File: config.mk
export PLATFORM = sky130hd
export DESIGN_NAME = mmio_timer_flat
export DESIGN_NICKNAME = d
export VERILOG_FILES = /design/src/rtl/mmio_timer_if.sv /design/src/rtl/mmio_timer.sv /design/src/flat_wrapper.sv
export SDC_FILE = /design/constraint.sdc
export NUM_CORES = 1
export LEC_CHECK = 0
export ABC_AREA = 1
export BUFFER_PORTS_ARGS = -buffer_cell sky130_fd_sc_hd__buf_2
export CORE_ASPECT_RATIO = 0.6
export CORE_UTILIZATION = 35
export CTS_CLUSTER_SIZE = 28
export DETAILED_ROUTE_END_ITERATION = 12
export GPL_TIMING_DRIVEN = 1
export HOLD_SLACK_MARGIN = 0.06
export SKIP_LAST_GASP = 1
export SYNTH_ARGS = -nofsm -noshare
export SYNTH_HDL_FRONTEND = slang
export SYNTH_SLANG_ARGS = --single-unit
File: constraint.sdc
create_clock -name clk -period 1.7 [get_ports clk]
set_input_delay 0.17 -clock clk [delete_from_list [all_inputs] [get_ports clk]]
set_output_delay 0.17 -clock clk [all_outputs]
set_load 0.1 [all_outputs]
File: src/rtl/mmio_timer_if.sv
// CPU data-bus bundle for one MMIO peripheral slot.
// Latency: none (wires only).
// Backpressure: master holds req until the slave pulses ack.
//   addr_bus/req/wr/size/data_in : master -> slave request fields
//   data_out/ack/err             : slave -> master completion fields
interface mmio_timer_if;
  logic [31:0] addr_bus;
  logic        req;
  logic        wr;
  logic [1:0]  size;
  logic [31:0] data_in;
  logic [31:0] data_out;
  logic        ack;
  logic        err;

  modport master (
    output addr_bus, req, wr, size, data_in,
    input  data_out, ack, err
  );

  modport slave (
    input  addr_bus, req, wr, size, data_in,
    output data_out, ack, err
  );
endinterface

File: src/rtl/mmio_timer.sv
// Memory-mapped prescaled 32-bit timer with compare match and level irq.
// Latency: every hitting access is acked exactly one cycle after acceptance.
// Backpressure: ack blocks acceptance for one cycle, so at most one access per 2 cycles.
//   clk   : rising-edge clock      rst_n : synchronous active-low reset
//   bus   : slave side of the CPU data bus (addr/req/wr/size/data_in -> data_out/ack/err)
//   irq   : STATUS.match & CTRL.irq_en
module mmio_timer #(
  parameter logic [31:0] START_ADDR = 32'h8000_0100,
  parameter int unsigned PRESCALE   = 1
) (
  input  logic         clk,
  input  logic         rst_n,
  mmio_timer_if.slave  bus,
  output logic         irq
);

  localparam logic [15:0] PRE_MAX = 16'(PRESCALE - 1);

  logic [2:0]  r_ctrl;      // {irq_en, auto_reload, enable}
  logic [31:0] r_count;
  logic [31:0] r_compare;
  logic        r_match;
  logic [15:0] r_pre;
  logic        r_ack;
  logic        r_err;
  logic [31:0] r_data_out;

  logic        w_hit;
  logic [1:0]  w_idx;
  logic [1:0]  w_off;
  logic        w_accept;
  logic        w_legal;
  logic        w_wr_en;
  logic [3:0]  w_be;
  logic [31:0] w_mask;
  logic [31:0] w_rdata;
  logic        w_tick;
  logic        w_wr_ctrl;
  logic        w_wr_count;
  logic        w_wr_compare;
  logic        w_wr_status;
  logic        w_match_evt;
  logic        w_clr_match;

  assign w_hit    = (bus.addr_bus[31:4] == START_ADDR[31:4]);
  assign w_idx    = bus.addr_bus[3:2];
  assign w_off    = bus.addr_bus[1:0];
  assign w_accept = bus.req & w_hit & ~r_ack;

  always_comb begin
    w_legal = 1'b0;
    w_be    = 4'b0000;
    case (bus.size)
      2'd0: begin
        w_legal = 1'b1;
        w_be    = 4'b0001 << w_off;
      end
      2'd1: begin
        w_legal = ~w_off[0];
        w_be    = 4'b0011 << w_off;
      end
      2'd2: begin
        w_legal = (w_off == 2'd0);
        w_be    = 4'b1111;
      end
      default: begin
        w_legal = 1'b0;
        w_be    = 4'b0000;
      end
    endcase
  end

  assign w_mask  = {{8{w_be[3]}}, {8{w_be[2]}}, {8{w_be[1]}}, {8{w_be[0]}}};
  assign w_wr_en = w_accept & bus.wr & w_legal;

  assign w_wr_ctrl    = w_wr_en & (w_idx == 2'd0);
  assign w_wr_count   = w_wr_en & (w_idx == 2'd1);
  assign w_wr_compare = w_wr_en & (w_idx == 2'd2);
  assign w_wr_status  = w_wr_en & (w_idx == 2'd3);

  always_comb begin
    w_rdata = 32'd0;
    case (w_idx)
      2'd0:    w_rdata = {29'd0, r_ctrl};
      2'd1:    w_rdata = r_count;
      2'd2:    w_rdata = r_compare;
      default: w_rdata = {31'd0, r_match};
    endcase
  end

  assign w_tick = r_ctrl[0] & (r_pre == PRE_MAX);

  // A COUNT write in a tick cycle swallows the tick, including its match test.
  // The compare uses the registered COMPARE, so a same-cycle COMPARE write
  // only affects later ticks.
  assign w_match_evt = w_tick & ~w_wr_count & (r_count == r_compare);
  assign w_clr_match = w_wr_status & w_be[0] & bus.data_in[0];

  always_ff @(posedge clk) begin
    if (!rst_n) begin
      r_ctrl     <= 3'd0;
      r_count    <= 32'd0;
      r_compare  <= 32'hFFFF_FFFF;
      r_match    <= 1'b0;
      r_pre      <= 16'd0;
      r_ack      <= 1'b0;
      r_err      <= 1'b0;
      r_data_out <= 32'd0;
    end else begin
      r_ack      <= w_accept;
      r_err      <= w_accept & ~w_legal;
      r_data_out <= (w_accept & w_legal & ~bus.wr) ? w_rdata : 32'd0;

      if (!r_ctrl[0]) begin
        r_pre <= 16'd0;
      end else if (w_tick) begin
        r_pre <= 16'd0;
      end else begin
        r_pre <= r_pre + 16'd1;
      end

      if (w_wr_ctrl && w_be[0]) begin
        r_ctrl <= bus.data_in[2:0];
      end

      if (w_wr_count) begin
        r_count <= (r_count & ~w_mask) | (bus.data_in & w_mask);
      end else if (w_tick) begin
        if (w_match_evt && r_ctrl[1]) begin
          r_count <= 32'd0;
        end else begin
          r_count <= r_count + 32'd1;
        end
      end

      if (w_wr_compare) begin
        r_compare <= (r_compare & ~w_mask) | (bus.data_in & w_mask);
      end

      // Set has priority over a same-cycle write-1-to-clear.
      if (w_match_evt) begin
        r_match <= 1'b1;
      end else if (w_clr_match) begin
        r_match <= 1'b0;
      end
    end
  end

  assign bus.ack      = r_ack;
  assign bus.err      = r_err;
  assign bus.data_out = r_data_out;
  assign irq          = r_match & r_ctrl[2];

endmodule

File: src/flat_wrapper.sv
// flat-port wrapper written by rule: the top's interface ports become plain ports
module mmio_timer_flat 
#(
  parameter logic [31:0] START_ADDR = 32'h8000_0100,
  parameter int unsigned PRESCALE   = 1
)
  (clk, rst_n, irq, bus_addr_bus, bus_req, bus_wr, bus_size, bus_data_in, bus_data_out, bus_ack, bus_err);
  mmio_timer_if bus_i ();
  input  logic clk;
  input  logic rst_n;
  output logic irq;
  input wire logic [$bits(bus_i.addr_bus)-1:0] bus_addr_bus;
  input wire logic [$bits(bus_i.req)-1:0] bus_req;
  input wire logic [$bits(bus_i.wr)-1:0] bus_wr;
  input wire logic [$bits(bus_i.size)-1:0] bus_size;
  input wire logic [$bits(bus_i.data_in)-1:0] bus_data_in;
  output wire logic [$bits(bus_i.data_out)-1:0] bus_data_out;
  output wire logic [$bits(bus_i.ack)-1:0] bus_ack;
  output wire logic [$bits(bus_i.err)-1:0] bus_err;
  assign bus_i.addr_bus = bus_addr_bus;
  assign bus_i.req = bus_req;
  assign bus_i.wr = bus_wr;
  assign bus_i.size = bus_size;
  assign bus_i.data_in = bus_data_in;
  assign bus_data_out = bus_i.data_out;
  assign bus_ack = bus_i.ack;
  assign bus_err = bus_i.err;
  mmio_timer #(.START_ADDR(START_ADDR), .PRESCALE(PRESCALE)) u_core (.clk(clk), .rst_n(rst_n), .bus(bus_i), .irq(irq));
endmodule
### Word level (Yosys, flattened, before mapping)

Cells that the tools add are included.

| word-level totals | value |
|---|---|
| register bits | 118 |
| output and inout port bits | 35 |
| input bits | 70 |

| cells by class | value |
|---|---|
| equal/unequal tests | 7 |
| shift-type cells | 2 |
| bitwise gates (word level) | 30 |
| add/sub/neg operators | 2 |
| muxes and demuxes | 8 |
| reductions and logical operators | 10 |

Operator list:

| kind | count |
|---|---|
| 32-bit AND | 3 |
| 32-bit 2-to-1 mux | 3 |
| 32-bit one-hot mux with 3 select lines | 1 |
| 32-bit bitwise OR | 2 |
| 32-bit by 1-bit adder with 32-bit output (second input constant) | 1 |
| 32-bit == test | 1 |
| 32-bit inverter | 1 |
| 28-bit == test (second input constant) | 1 |
| 1-bit AND | 17 |
| 16-bit by 1-bit adder with 16-bit output (second input constant) | 1 |
| 16-bit logical NOT | 1 |
| 4-bit one-hot mux with 3 select lines | 1 |
| 1-bit inverter | 7 |
| 2-bit == test (second input constant) | 3 |
| 2-bit logical NOT | 3 |
| 2-bit by 1-bit == test with 1-bit output (second input constant) | 2 |
| 2-bit nonzero test | 2 |
| 1-bit by 2-bit left shift with 4-bit output (first input constant) | 1 |
| 2-bit by 2-bit left shift with 4-bit output (first input constant) | 1 |
| 1-bit one-hot mux with 3 select lines | 1 |
| 3-bit OR reduction | 1 |
| 1-bit logical AND | 2 |
| 1-bit 2-to-1 mux | 2 |
| 2-bit AND reduction | 1 |

### Longest topological paths before layout

Gate-level depths: netlist of the first run.

| depth | value |
|---|---|
| depth after elaboration | 13 |
| depth in mapped cells | 14 |
| mapped depth without buffers | 13 |

### Least setup slack after synthesis of the first run

Ideal clock, no wire load.

| timing path | value |
|---|---|
| path type | reg2reg |
| start point | reg u_core.r_ack, in the netlist u_core.bus.ack |
| end point | reg (tool-made name) |
| buffers on the path | 1 |
| slack | -365 ps |
| cell stages (with the launch flop) | 13 |
| data required time | 1577 ps |
| period minus slack after synthesis | 2065 ps |
| library setup time | 123 ps |
| arrival time | 1942 ps |
| cell sequence | dfxtp_1 inv_1 nand2_1 nor2_1 nand3_1 nor2_1 nand2_2 nor2_8 nand2_4 nor2_4 buf_4 a21oi_1 o21ai_0 |

RTL lines:

| element | RTL line | text |
|---|---|---|
| from (decl) | mmio_timer.sv:24 | `logic r_ack;` |
| from (signal assigned) | mmio_timer.sv:110 | `r_ack <= w_accept;` |

==> run summary, run 1 <==
Outcome: finished with violations
Failing checks: negative setup slack
CP max stage cell: dfxtp_4
Fin crit period: 1.81 ns
CP Max Fanout: 8
Layout cells sized above 1: 37.2%
XOR/XNOR Fraction of Synth Area: 5.77%
Fmax: 0.551 GHz
Critical path startpoint category: flop
Power share of the combinational group: 6.6%
Inserted Diodes: 0
Initial antenna violation count: 1
CP required: 2.06 ns
Clock power frac: 51.8%
Clock root buffer: clkbuf_16
Area leader, netlist: dfxtp_1
Placeable Area: 19300 µm²
Worst setup EP type: flop
Clk sink count: 118
CP bufs+invs: 4
Starting density of the core: 36.2%
Syn Nets: 1170
CTS clock-pin slew for the worst setup and hold paths: 0.06 ns
Clock Tree Buf Depth: 2
Combinational family with the most area after synthesis: simple AND/OR/NAND/NOR gates
Largest net degree at the start of global routing: 49
Cell leakage power: 4.85 nW
Worst r2r path cells: 12
Worst-Margin Slew: 0.617 ns
Total iterations of the first detailed-routing run: 5
Simple-gate share of the synthesized area: 36.7%
Hold Slack: 0.174 ns
Die height: 111 µm
Port Buffers: 104
P_int: 5.01 mW
Mapped Avg Cell Area: 6.36 µm²
Crit path max-delay family: simple AND/OR/NAND/NOR gates
Die W: 184 µm
Total number of H-tree levels: 4
Sequential Power Share: 41.6%
Multiplexer share of the synthesized area: 0%
Crit-path cells: inv_2, nand4_1, nor2_1, nand2_1, nor2_4, buf_6, buf_6, nand4_1, buf_4, nand2_8, o21ai_2, a21oi_2
WL/cell: 16.4 µm
Synth Area in Compound Gates: 12.4%
Hold Fails Final Rpt: 0
WS Path Type: reg2reg
# setup viols final: 57
Number of global-route vias before repair: 7396
Worst skew pair latency: 0.43 ns
Detail Placement HPWL: 18700 µm
Switch Pwr: 1.63 mW
DRC viols: 0
Routed via count: 8260
Nets: 1448
Final Worst Setup Slack: -0.115 ns
Pwr per Cell Area: 618 nW/µm²
Syn. warnings: 0
Placement Rows: 39
Worst stage delay on the critical path: 0.34 ns
Slew Limit Fails: 0
Netlist cell types: 41
Max Cap Viol: 0
Drt first-iter violations: 635
Sequential-to-total area share from yosys stat: 33.8%
Gate count of the mapped netlist: 1097
Setup Slack @ Placement: -0.308 ns
#FFs+latches synth: 118
Mapped Area: 6980 µm²
Adder-Cell Fraction of Synth Area: 0.538%
I/O pins: 105
First-pass GRT wire length: 40500 µm
Maximum vdd drop: 0.671 mV
Area Overhead vs Synth: 54.0%
Synth top area cells: dfxtp_1, nand2_1, inv_1
WHS Path Cells: 4
RSZ-0062 raised after global routing: true
Via density: 4.99
Critical Path Stages: 12
Post-synth top area share: 33.8%
Total CTS buffers: 17
GPL Wtd Cong: 0.953
Drt total wl: 27200 µm
CP arrival: 2.17 ns
Slew HR: 58.9%
Post-route ant nets: 0
Worst Clk Skew: 0.00979 ns
Hold WC Path Type: in2reg
Design Power: 6.64 mW
CTS tree: built
Period utilization: 107%
Congestion Overflow GR: 0
Sw Ratio: 24.6%
Global-route usage over all layers: 25.6%
Die area: 20500 µm²
## area by class of cell
cell class | instances | area, µm²
Sequential cell | 118 | 2390
Tap cell | 266 | 333
Clock buffer | 22 | 464
Timing Repair Buffer | 302 | 2280
Fill cell | 1808 | 8520
Clock inverter | 10 | 80.1
Inverter | 137 | 514
Multi-Input combinational cell | 799 | 4700
## cells in the final DEF, fill, tap and decap left out, drive strengths merged, types with 2 or more instances in the layout
master | Yosys | final
buf | 23 | 269
a31oi | 2 | 2
clkbuf | 23 | 23
ha | 3 | 3
dfxtp | 118 | 118
nand2 | 305 | 308
inv | 137 | 136
clkinvlp | 0 | 2
a21oi | 90 | 90
xnor2 | 19 | 19
nor4 | 3 | 3
nand4 | 41 | 41
a211oi | 2 | 2
nor3 | 21 | 21
and2 | 2 | 2
nor2 | 137 | 137
nand3b | 3 | 3
dlygate4sd3 | 0 | 32
a21o | 2 | 2
nand3 | 68 | 68
o21ai | 66 | 66
clkinv | 0 | 8
xor2 | 27 | 27
## worst reg2reg max path, cell delays in order, from the launching register on
cell and delay, ns:
dfxtp_4 0.34, inv_2 0.05, nand4_1 0.10, nor2_1 0.12, nand2_1 0.10, nor2_4 0.18
buf_6 0.13, buf_6 0.09, nand4_1 0.12, buf_4 0.20, nand2_8 0.11, o21ai_2 0.08
a21oi_2 0.14
## logic make-up after synthesis
logic type,Yosys count
XOR/XNOR,46
flip-flops,118
buffers and inverters,183
AO/OA/AOI/OAI,165
adder cells (fa/ha/maj),3
AND/OR/NAND/NOR,582
## synth_stat cells, drive strengths merged
cell type / n
o21ai: 66
xnor2: 19
nor3b: 1
nor4: 3
nand3: 68
and2: 2
inv: 137
xor2: 27
a21o: 2
ha: 3
o21bai: 1
nor3: 21
a211oi: 2
nand3b: 3
or2: 1
dfxtp: 118
buf: 23
nand4: 41
o21a: 1
a31oi: 2
clkbuf: 23
nor2: 137
nand2: 305
a21oi: 90
a41oi: 1
## per-layer routing
| layer | global-route usage [%] | up-vias | part of all wire, % |
|---|---|---|---|
| li1 | - | 4064 | - |
| met1 | 40.8 | 3842 | 50 |
| met2 | 34.7 | 327 | 40 |
| met3 | 4.94 | 27 | 8.3 |
| met4 | 5.33 | 0 | 1.1 |
| met5 | 0 | - | 0 |
## repair_timing
action                                 in CTS  in global routing
gates cloned                                2                  5
hold buffers                               32                  0
endpoints found under the hold margin      34                  0
gates resized for setup                   102                175
setup endpoints to repair                  66                111
pin swaps                                  27                 40
buffers inserted                           15                 17
## power by group through the flow
stage / Sequential, mW / Combinational [mW] / Clock, mW
floorplan: 2.82 / 0.155 / 0
detailed placement: 2.82 / 0.347 / 0
finish: 2.76 / 0.440 / 3.44
global placement: 2.82 / 0.345 / 0
global route: 2.76 / 0.474 / 3.62
CTS: 2.76 / 0.410 / 3.46
## metrics by stage
step | TNS [ns] | util, % | area, µm² | cells
after floorplan | 0 | - | 6990 | 1097
after global placement | -7.70 | 44.7 | 8610 | 1553
after detailed placement | -6.22 | 44.7 | 8610 | 1553
after CTS | -1.40 | 51.6 | 9950 | 1634
after global routing | -11.83 | 55.8 | 10800 | 1654
final | -3.45 | 55.8 | 10800 | 1654
## path summary, 6_finish.rpt
check | slack, ns | endpoint | startpoint
worst max-delay path | -0.11 | flop | u_core.bus.ack$_SDFF_PN0_
worst min-delay path | 0.17 | u_core.r_ctrl[1]$_SDFFE_PN0P_ | bus_addr_bus[3]
worst max register to register | -0.11 | flop | u_core.bus.ack$_SDFF_PN0_
worst min register to register | 0.47 | u_core.r_ctrl[2]$_SDFFE_PN0P_ | u_core.r_ctrl[2]$_SDFFE_PN0P_
Note: power is estimated with default switching activity, not from simulation.
==> run 2, diff against run 1 <==
Settings changed: ABC_AREA 1 to not set, CORE_MARGIN set to 2, CTS_CLUSTER_DIAMETER set to 50.
==> run 2 against run 1 <==
  * Critical path type unchanged
  * Cell count down 19%
  * Die area down 10%
  * Register-to-register slack worse by 0.78 ns
  * Combinational power up 11%
  * The flow still finishes with violations (negative setup slack)
==> run summary, run 2 <==
Asr flop ratio synth: 0% (unchanged)
Commonest cells in the netlist: dfxtp_1, nor2_1, nand3_1, nand2_1, o21ai_0 (was nand2_1, inv_1, nor2_1, dfxtp_1, a21oi_1)
Die W: 174 µm (was 184 µm)
Pwr per Cell Area: 659 nW/µm² (was 618 nW/µm²)
Number of global-route vias before repair: 7269 (was 7396)
Hold Fails Final Rpt: 0 (unchanged)
Via density: 5.75 (was 4.99)
Die area: 18500 µm² (was 20500 µm²)
Worst-Margin Slew: 0.490 ns (was 0.617 ns)
Clock Tree Buf Depth: 2 (unchanged)
Syn. warnings: 0 (unchanged)
Crit path max-delay family: simple AND/OR/NAND/NOR gates (unchanged)
Sequential-to-total area share from yosys stat: 38.8% (was 33.8%)
CP bufs+invs: 1 (was 4)
Period utilization: 153% (was 107%)
Total number of H-tree levels: 4 (unchanged)
Slew HR: 67.3% (was 58.9%)
Maximum vdd drop: 0.576 mV (was 0.671 mV)
Commonest cells after routing, fill and taps aside: buf_4, dfxtp_1, buf_2 (was nand2_1, buf_4, inv_1)
Area leader, netlist: dfxtp_1 (unchanged)
Simple-gate share of the synthesized area: 27.5% (was 36.7%)
First-pass GRT wire length: 41100 µm (was 40500 µm)
Ys flop type: dfxtp_1 (unchanged)
Fill cells: 1441 (was 1808)
Starting density of the core: 35.6% (was 36.2%)
Sw Ratio: 24.3% (was 24.6%)
Post-route ant nets: 0 (unchanged)
Placeable Area: 17100 µm² (was 19300 µm²)
Worst skew pair latency: 0.42 ns (was 0.43 ns)
Synth Area in Compound Gates: 19.7% (was 12.4%)
CTS clock-pin slew for the worst setup and hold paths: 0.06 ns (about the same)
Nets: 1170 (was 1448)
Critical path startpoint category: flop (unchanged)
Setup TNS: -31.42 ns (was -3.45 ns)
Design area: 10500 µm² (was 10800 µm²)
Multiplexer share of the synthesized area: 1.52% (was 0%)
Most frequent cell after synthesis: dfxtp_1 (was nand2_1)
WS Path Type: reg2reg (unchanged)
Clk sink count: 118 (unchanged)
Detail Placement HPWL: 18500 µm (was 18700 µm)
Drt first-iter violations: 934 (was 635)
RSZ-0062 raised after global routing: true (unchanged)
Adder-Cell Fraction of Synth Area: 0.617% (was 0.538%)
GPL Wtd Cong: 0.962 (was 0.953)
Hold WC Path Type: in2reg (unchanged)
Congestion Overflow GR: 0 (unchanged)
Clock root buffer: clkbuf_16 (unchanged)
I/O pins: 105 (unchanged)
Layout cells sized above 1: 49.5% (was 37.2%)
Placement Rows: 37 (was 39)
Post-synth top area share: 38.8% (was 33.8%)
Inserted Diodes: 0 (unchanged)
Total CTS buffers: 17 (unchanged)
Sequential Power Share: 39.9% (was 41.6%)
Global-route usage over all layers: 29.0% (was 25.6%)
Initial antenna violation count: 0 (was 1)
Netlist cell types: 55 (was 41)
CP required: 1.99 ns (was 2.06 ns)
Drt total wl: 27400 µm (was 27200 µm)
CP max stage cell: or4_4 (was dfxtp_4)
Crit-path cells: xor2_1, or4_1, or4b_4, or4_4, buf_4, nand3_2, a31oi_1 (was inv_2, nand4_1, nor2_1, nand2_1, nor2_4, buf_6, buf_6, nand4_1, buf_4, nand2_8, o21ai_2, a21oi_2)
Outcome: finished with violations (unchanged)
Worst Clk Skew: 0.0123 ns (was 0.00979 ns)
#FFs+latches synth: 118 (unchanged)
Design Power: 6.92 mW (was 6.64 mW)
# setup viols final: 69 (was 57)
Fin crit period: 2.60 ns (was 1.81 ns)
Worst stage delay on the critical path: 0.62 ns (was 0.34 ns)
Area Overhead vs Synth: 72.4% (was 54.0%)
WL/cell: 20.4 µm (was 16.4 µm)
DRC viols: 0 (unchanged)
CP Max Fanout: 8 (unchanged)
Flop2flop setup slack: -0.90 ns (was -0.11 ns)
P_int: 5.24 mW (was 5.01 mW)
Clock power frac: 53.0% (was 51.8%)
Slew Limit Fails: 0 (unchanged)
Failing checks: negative setup slack (unchanged)
Post-synth EDFFs: 0 (unchanged)
Power share of the combinational group: 7.0% (was 6.6%)
Combinational family with the most area after synthesis: simple AND/OR/NAND/NOR gates (unchanged)
Mapped Area: 6080 µm² (was 6980 µm²)
Port Buffers: 104 (unchanged)
Syn Nets: 835 (was 1170)
CTS tree: built (unchanged)
Max Cap Viol: 0 (unchanged)
CP arrival: 2.89 ns (was 2.17 ns)
Synth top area cells: dfxtp_1, nand3_1, nor2_1 (was dfxtp_1, nand2_1, inv_1)
Gate count of the mapped netlist: 762 (was 1097)
DP Area: 8570 µm² (was 8610 µm²)
Routed via count: 7720 (was 8260)
Largest net degree at the start of global routing: 28 (was 49)
XOR/XNOR Fraction of Synth Area: 7.20% (was 5.77%)
Final Worst Setup Slack: -0.896 ns (was -0.115 ns)
Worst setup EP type: flop (unchanged)
Commonest non-fill, non-tap cell in the layout: buf_4 (was nand2_1)
Total iterations of the first detailed-routing run: 7 (was 5)
Fmax: 0.385 GHz (was 0.551 GHz)
Mapped Avg Cell Area: 7.99 µm² (was 6.36 µm²)
Switch Pwr: 1.68 mW (was 1.63 mW)
Cell leakage power: 4.35 nW (was 4.85 nW)
Die height: 106 µm (was 111 µm)
run 2: path summary, 6_finish.rpt:
path | end | depth (start not counted) | startpoint
setup / recovery | flop | 7 | flop
hold / removal | flop | 3 | bus_data_in[17]
setup reg to reg | flop | 7 | flop
hold reg to reg | u_core.r_pre[5]$_SDFF_PP0_ | 2 | u_core.r_pre[5]$_SDFF_PP0_
run 2: cell families after synthesis:
kind of cell	count (synthesis)
AO/OA/AOI/OAI	189
XOR/XNOR	50
adder cells (fa/ha/maj)	3
buffers and inverters	70
flip-flops	118
multiplexers	8
AND/OR/NAND/NOR	324
run 2: worst min-delay path: cells and delay by family:
family,cells,cell delay [ns]
AOI/OAI and AO/OA,1,0.13
buffers and inverters,1,0.10
and+or+nand+nor,1,0.04
run 2: what timing repair did:
action                     CTS  global route
hold endpoints to repair    21             0
resized for setup          134            68
gates cloned                 6             0
setup buffers               21            10
hold buffers                20             0
setup endpoints to repair  101           105
pin swaps                   59            37
run 2: power groups by stage:
stage / combinational (mW) / sequential (mW) / clock [mW]
after floorplan: 0.162 / 2.82 / 0
after global placement: 0.395 / 2.82 / 0
after detailed placement: 0.396 / 2.82 / 0
after CTS: 0.463 / 2.76 / 3.65
after global routing: 0.512 / 2.76 / 3.80
final: 0.487 / 2.76 / 3.67
run 2: layout make-up:
cell class                      count  area (µm²)  share of cell area, %
Clock buffer                       20         467                   4.45
Tap cell                          234         293                   2.79
Multi-Input combinational cell    578        4380                   41.7
Sequential cell                   118        2380                   22.7
Inverter                           17        63.8                  0.608
Timing Repair Buffer              365        2790                   26.6
Clock inverter                     11         123                   1.17
run 2: routing by layer:
layer | part of all wire, % | wire (µm) | track usage (%) | vias up
met5 | 0 | 0 | 0 | -
met4 | 2.2 | 613 | 7.68 | 0
met3 | 14 | 3750 | 8.94 | 74
met2 | 39 | 10700 | 39.7 | 561
met1 | 45 | 12300 | 43.3 | 3585
li1 | - | - | - | 3500
run 2: through the flow:
step	std cells	worst slack, ns	utilization (%)	hold slack [ns]
2_1_floorplan	762	-0.915	-	0.314
3_3_place_gp	1259	-0.863	50.2	0.423
3_5_place_dp	1259	-0.905	50.2	0.433
4_1_cts	1337	-0.796	59.6	0.0622
5_1_grt	1343	-0.949	61.4	0.0802
6_report	1343	-0.896	61.4	0.0708
==> run 3, diff against run 2 <==
Settings changed: CORE_MARGIN 2 to 8, RECOVER_POWER set to 50.
==> run 3 against run 2 <==
  * The flow still finishes with violations (negative setup slack)
  * Fmax grew 2.0%
  * Via count decreased by 2.1%
  * First-iteration DRC count increased by 6.1%
  * Register-to-register slack better by 0.05 ns
  * Core utilization is 0.36 points lower
  * Cell count fell by 0.89%
  * Worst hold slack gained 0.0091 ns
  * Clock power up 6.5%
  * Global-route usage is 5.6 points lower
  * Sequential power barely moved
  * Highest routed layer is now met5
==> run summary, run 3 (same netlist as run 2, synthesis figures left out) <==
Outcome: finished with violations (unchanged)
Failing checks: negative setup slack (unchanged)
Commonest non-fill, non-tap cell in the layout: buf_4 (unchanged)
Worst Clk Skew: 0.00954 ns (was 0.0123 ns)
Slew Limit Fails: 0 (unchanged)
Hold Slack: 0.0799 ns (was 0.0708 ns)
Die height: 118 µm (was 106 µm)
Clock Tree Buf Depth: 2 (unchanged)
CP Max Fanout: 8 (unchanged)
Total number of H-tree levels: 4 (unchanged)
Period utilization: 150% (was 153%)
Starting density of the core: 35.6% (unchanged)
DP Area: 8520 µm² (was 8570 µm²)
Port Buffers: 104 (unchanged)
Initial antenna violation count: 0 (unchanged)
Hold WC Path Type: in2reg (unchanged)
Slew HR: 63.1% (was 67.3%)
Clk sink count: 118 (unchanged)
Sequential cell area: 2390 µm² (was 2380 µm²)
I/O pins: 105 (unchanged)
Post-route ant nets: 0 (unchanged)
Area of the multi-input gates: 4360 µm² (was 4380 µm²)
Global-route usage over all layers: 23.5% (was 29.0%)
Layout cells sized above 1: 48.1% (was 49.5%)
CP arrival: 2.84 ns (was 2.89 ns)
Via density: 5.68 (was 5.75)
Drt first-iter violations: 991 (was 934)
Area Overhead vs Synth: 71.4% (was 72.4%)
First-pass GRT wire length: 40500 µm (was 41100 µm)
WL/cell: 20.6 µm (was 20.4 µm)
CTS clock-pin slew for the worst setup and hold paths: 0.06 ns (about the same)
Largest net degree at the start of global routing: 23 (was 28)
CTS tree: built (unchanged)
Congestion Overflow GR: 0 (unchanged)
Critical hold path startpoint: bus_data_in[8] (was bus_data_in[17])
Commonest cells after routing, fill and taps aside: buf_4, dfxtp_1, buf_2 (unchanged)
CP dominant cell by count: or4_4
Die area: 22000 µm² (was 18500 µm²)
Number of global-route vias before repair: 6986 (was 7269)
Inserted Diodes: 0 (unchanged)
Worst r2r path cells: 6 (was 7)
Crit path max-delay family: simple AND/OR/NAND/NOR gates (unchanged)
Critical path startpoint category: flop (unchanged)
Cell leakage power: 4.30 nW (was 4.35 nW)
Fin crit period: 2.55 ns (was 2.60 ns)
Total CTS buffers: 17 (unchanged)
Worst setup EP type: flop (unchanged)
Detail Placement HPWL: 19000 µm (was 18500 µm)
Clock root buffer: clkbuf_16 (unchanged)
Drt total wl: 27500 µm (was 27400 µm)
Crit-path cells: xor2_4, or4_4, or4_4, or4_4, a31oi_1, nor3_1 (was xor2_1, or4_1, or4b_4, or4_4, buf_4, nand3_2, a31oi_1)
CP required: 1.99 ns (about the same)
DRC viols: 0 (unchanged)
Flop2flop setup slack: -0.85 ns (was -0.90 ns)
Hold Fails Final Rpt: 0 (unchanged)
Die W: 186 µm (was 174 µm)
CP bufs+invs: 0 (was 1)
GPL Wtd Cong: 0.941 (was 0.962)
RSZ-0062 raised after global routing: true (unchanged)
Nets: 1157 (was 1170)
Final Worst Setup Slack: -0.846 ns (was -0.896 ns)
Worst stage delay on the critical path: 0.56 ns (was 0.62 ns)
WHS Path Cells: 3 (unchanged)
Total iterations of the first detailed-routing run: 5 (was 7)
Fill cells: 1473 (was 1441)
Placement Rows: 37 (unchanged)
Worst-Margin Slew: 0.555 ns (was 0.490 ns)
WS Path Type: reg2reg (unchanged)
Maximum vdd drop: 0.670 mV (was 0.576 mV)
Max Cap Viol: 0 (unchanged)
Routed via count: 7558 (was 7720)
Pwr per Cell Area: 687 nW/µm² (was 659 nW/µm²)
Placeable Area: 17100 µm² (unchanged)
Fmax: 0.393 GHz (was 0.385 GHz)
# setup viols final: 89 (was 69)
Design area: 10400 µm² (was 10500 µm²)
Worst skew pair latency: 0.42 ns (about the same)
CP max stage cell: or4_4 (unchanged)
## run 3: cell count changes in the layout (fill, tap and decap cells not counted), moves of 4 or more
cell,previous run,this run
nor2_2,8,15
clkbuf_2,0,21
dlygate4sd3_1,20,24
nor2_4,12,4
nand3_2,41,35
buf_2,105,83
buf_4,203,188
## run 3: worst max path at each step
stage / cells past startpoint / slack, ns / end
floorplan: 9 / -0.91 / flop
CTS: 6 / -0.78 / flop
detailed placement: 6 / -0.85 / flop
finish: 6 / -0.85 / flop
global route: 6 / -0.88 / flop
global placement: 6 / -0.84 / flop
## run 3: final cells by class
class	count	area share, %
well taps	234	2.81
repair buffers	353	25.9
multi-input cells	577	41.8
inverters	17	0.612
clock buffers	22	4.65
clock inverters	10	1.37
flip-flops and latches	118	22.9
## run 3: per-stage QoR
| step | std cells | util [%] | setup WS (ns) | total power, mW | setup TNS (ns) |
|---|---|---|---|---|---|
| after CTS | 1324 | 58.3 | -0.780 | 7.12 | -28.69 |
| after floorplan | 762 | - | -0.915 | 2.98 | -28.67 |
| final | 1331 | 61.1 | -0.846 | 7.16 | -30.16 |
| after global routing | 1331 | 61.1 | -0.885 | 7.32 | -38.47 |
| after global placement | 1252 | 49.9 | -0.842 | 3.22 | -46.46 |
| after detailed placement | 1252 | 49.9 | -0.851 | 3.22 | -47.65 |
## run 3: tightest hold or removal path: stages
cell	delay, ns
buf_2	0.15
nand3_4	0.07
nand3_2	0.06
## run 3: routing by layer
metal / GRT usage [%] / vias up / part of all wire, %
li1: - / 3462 / -
met1: 35.7 / 3558 / 46
met2: 30.9 / 482 / 40
met3: 7.77 / 54 / 12
met4: 4.79 / 2 / 1.7
met5: 1.56 / - / 0.17
## run 3: what timing repair did
action | CTS | global route
gates resized for setup | 106 | 92
pin swaps | 46 | 41
endpoints found under the setup margin | 102 | 116
cloned | 4 | 1
hold buffers | 23 | 1
setup buffers | 13 | 7
hold endpoints to repair | 23 | 1
## run 3: where the power goes
group	leakage (nW)	internal, mW	switching, mW
Combinational	3.05	0.208	0.281
Sequential	0.954	2.76	0.000000000355
Clock	0.294	2.48	1.44
Total	4.30	5.45	1.72
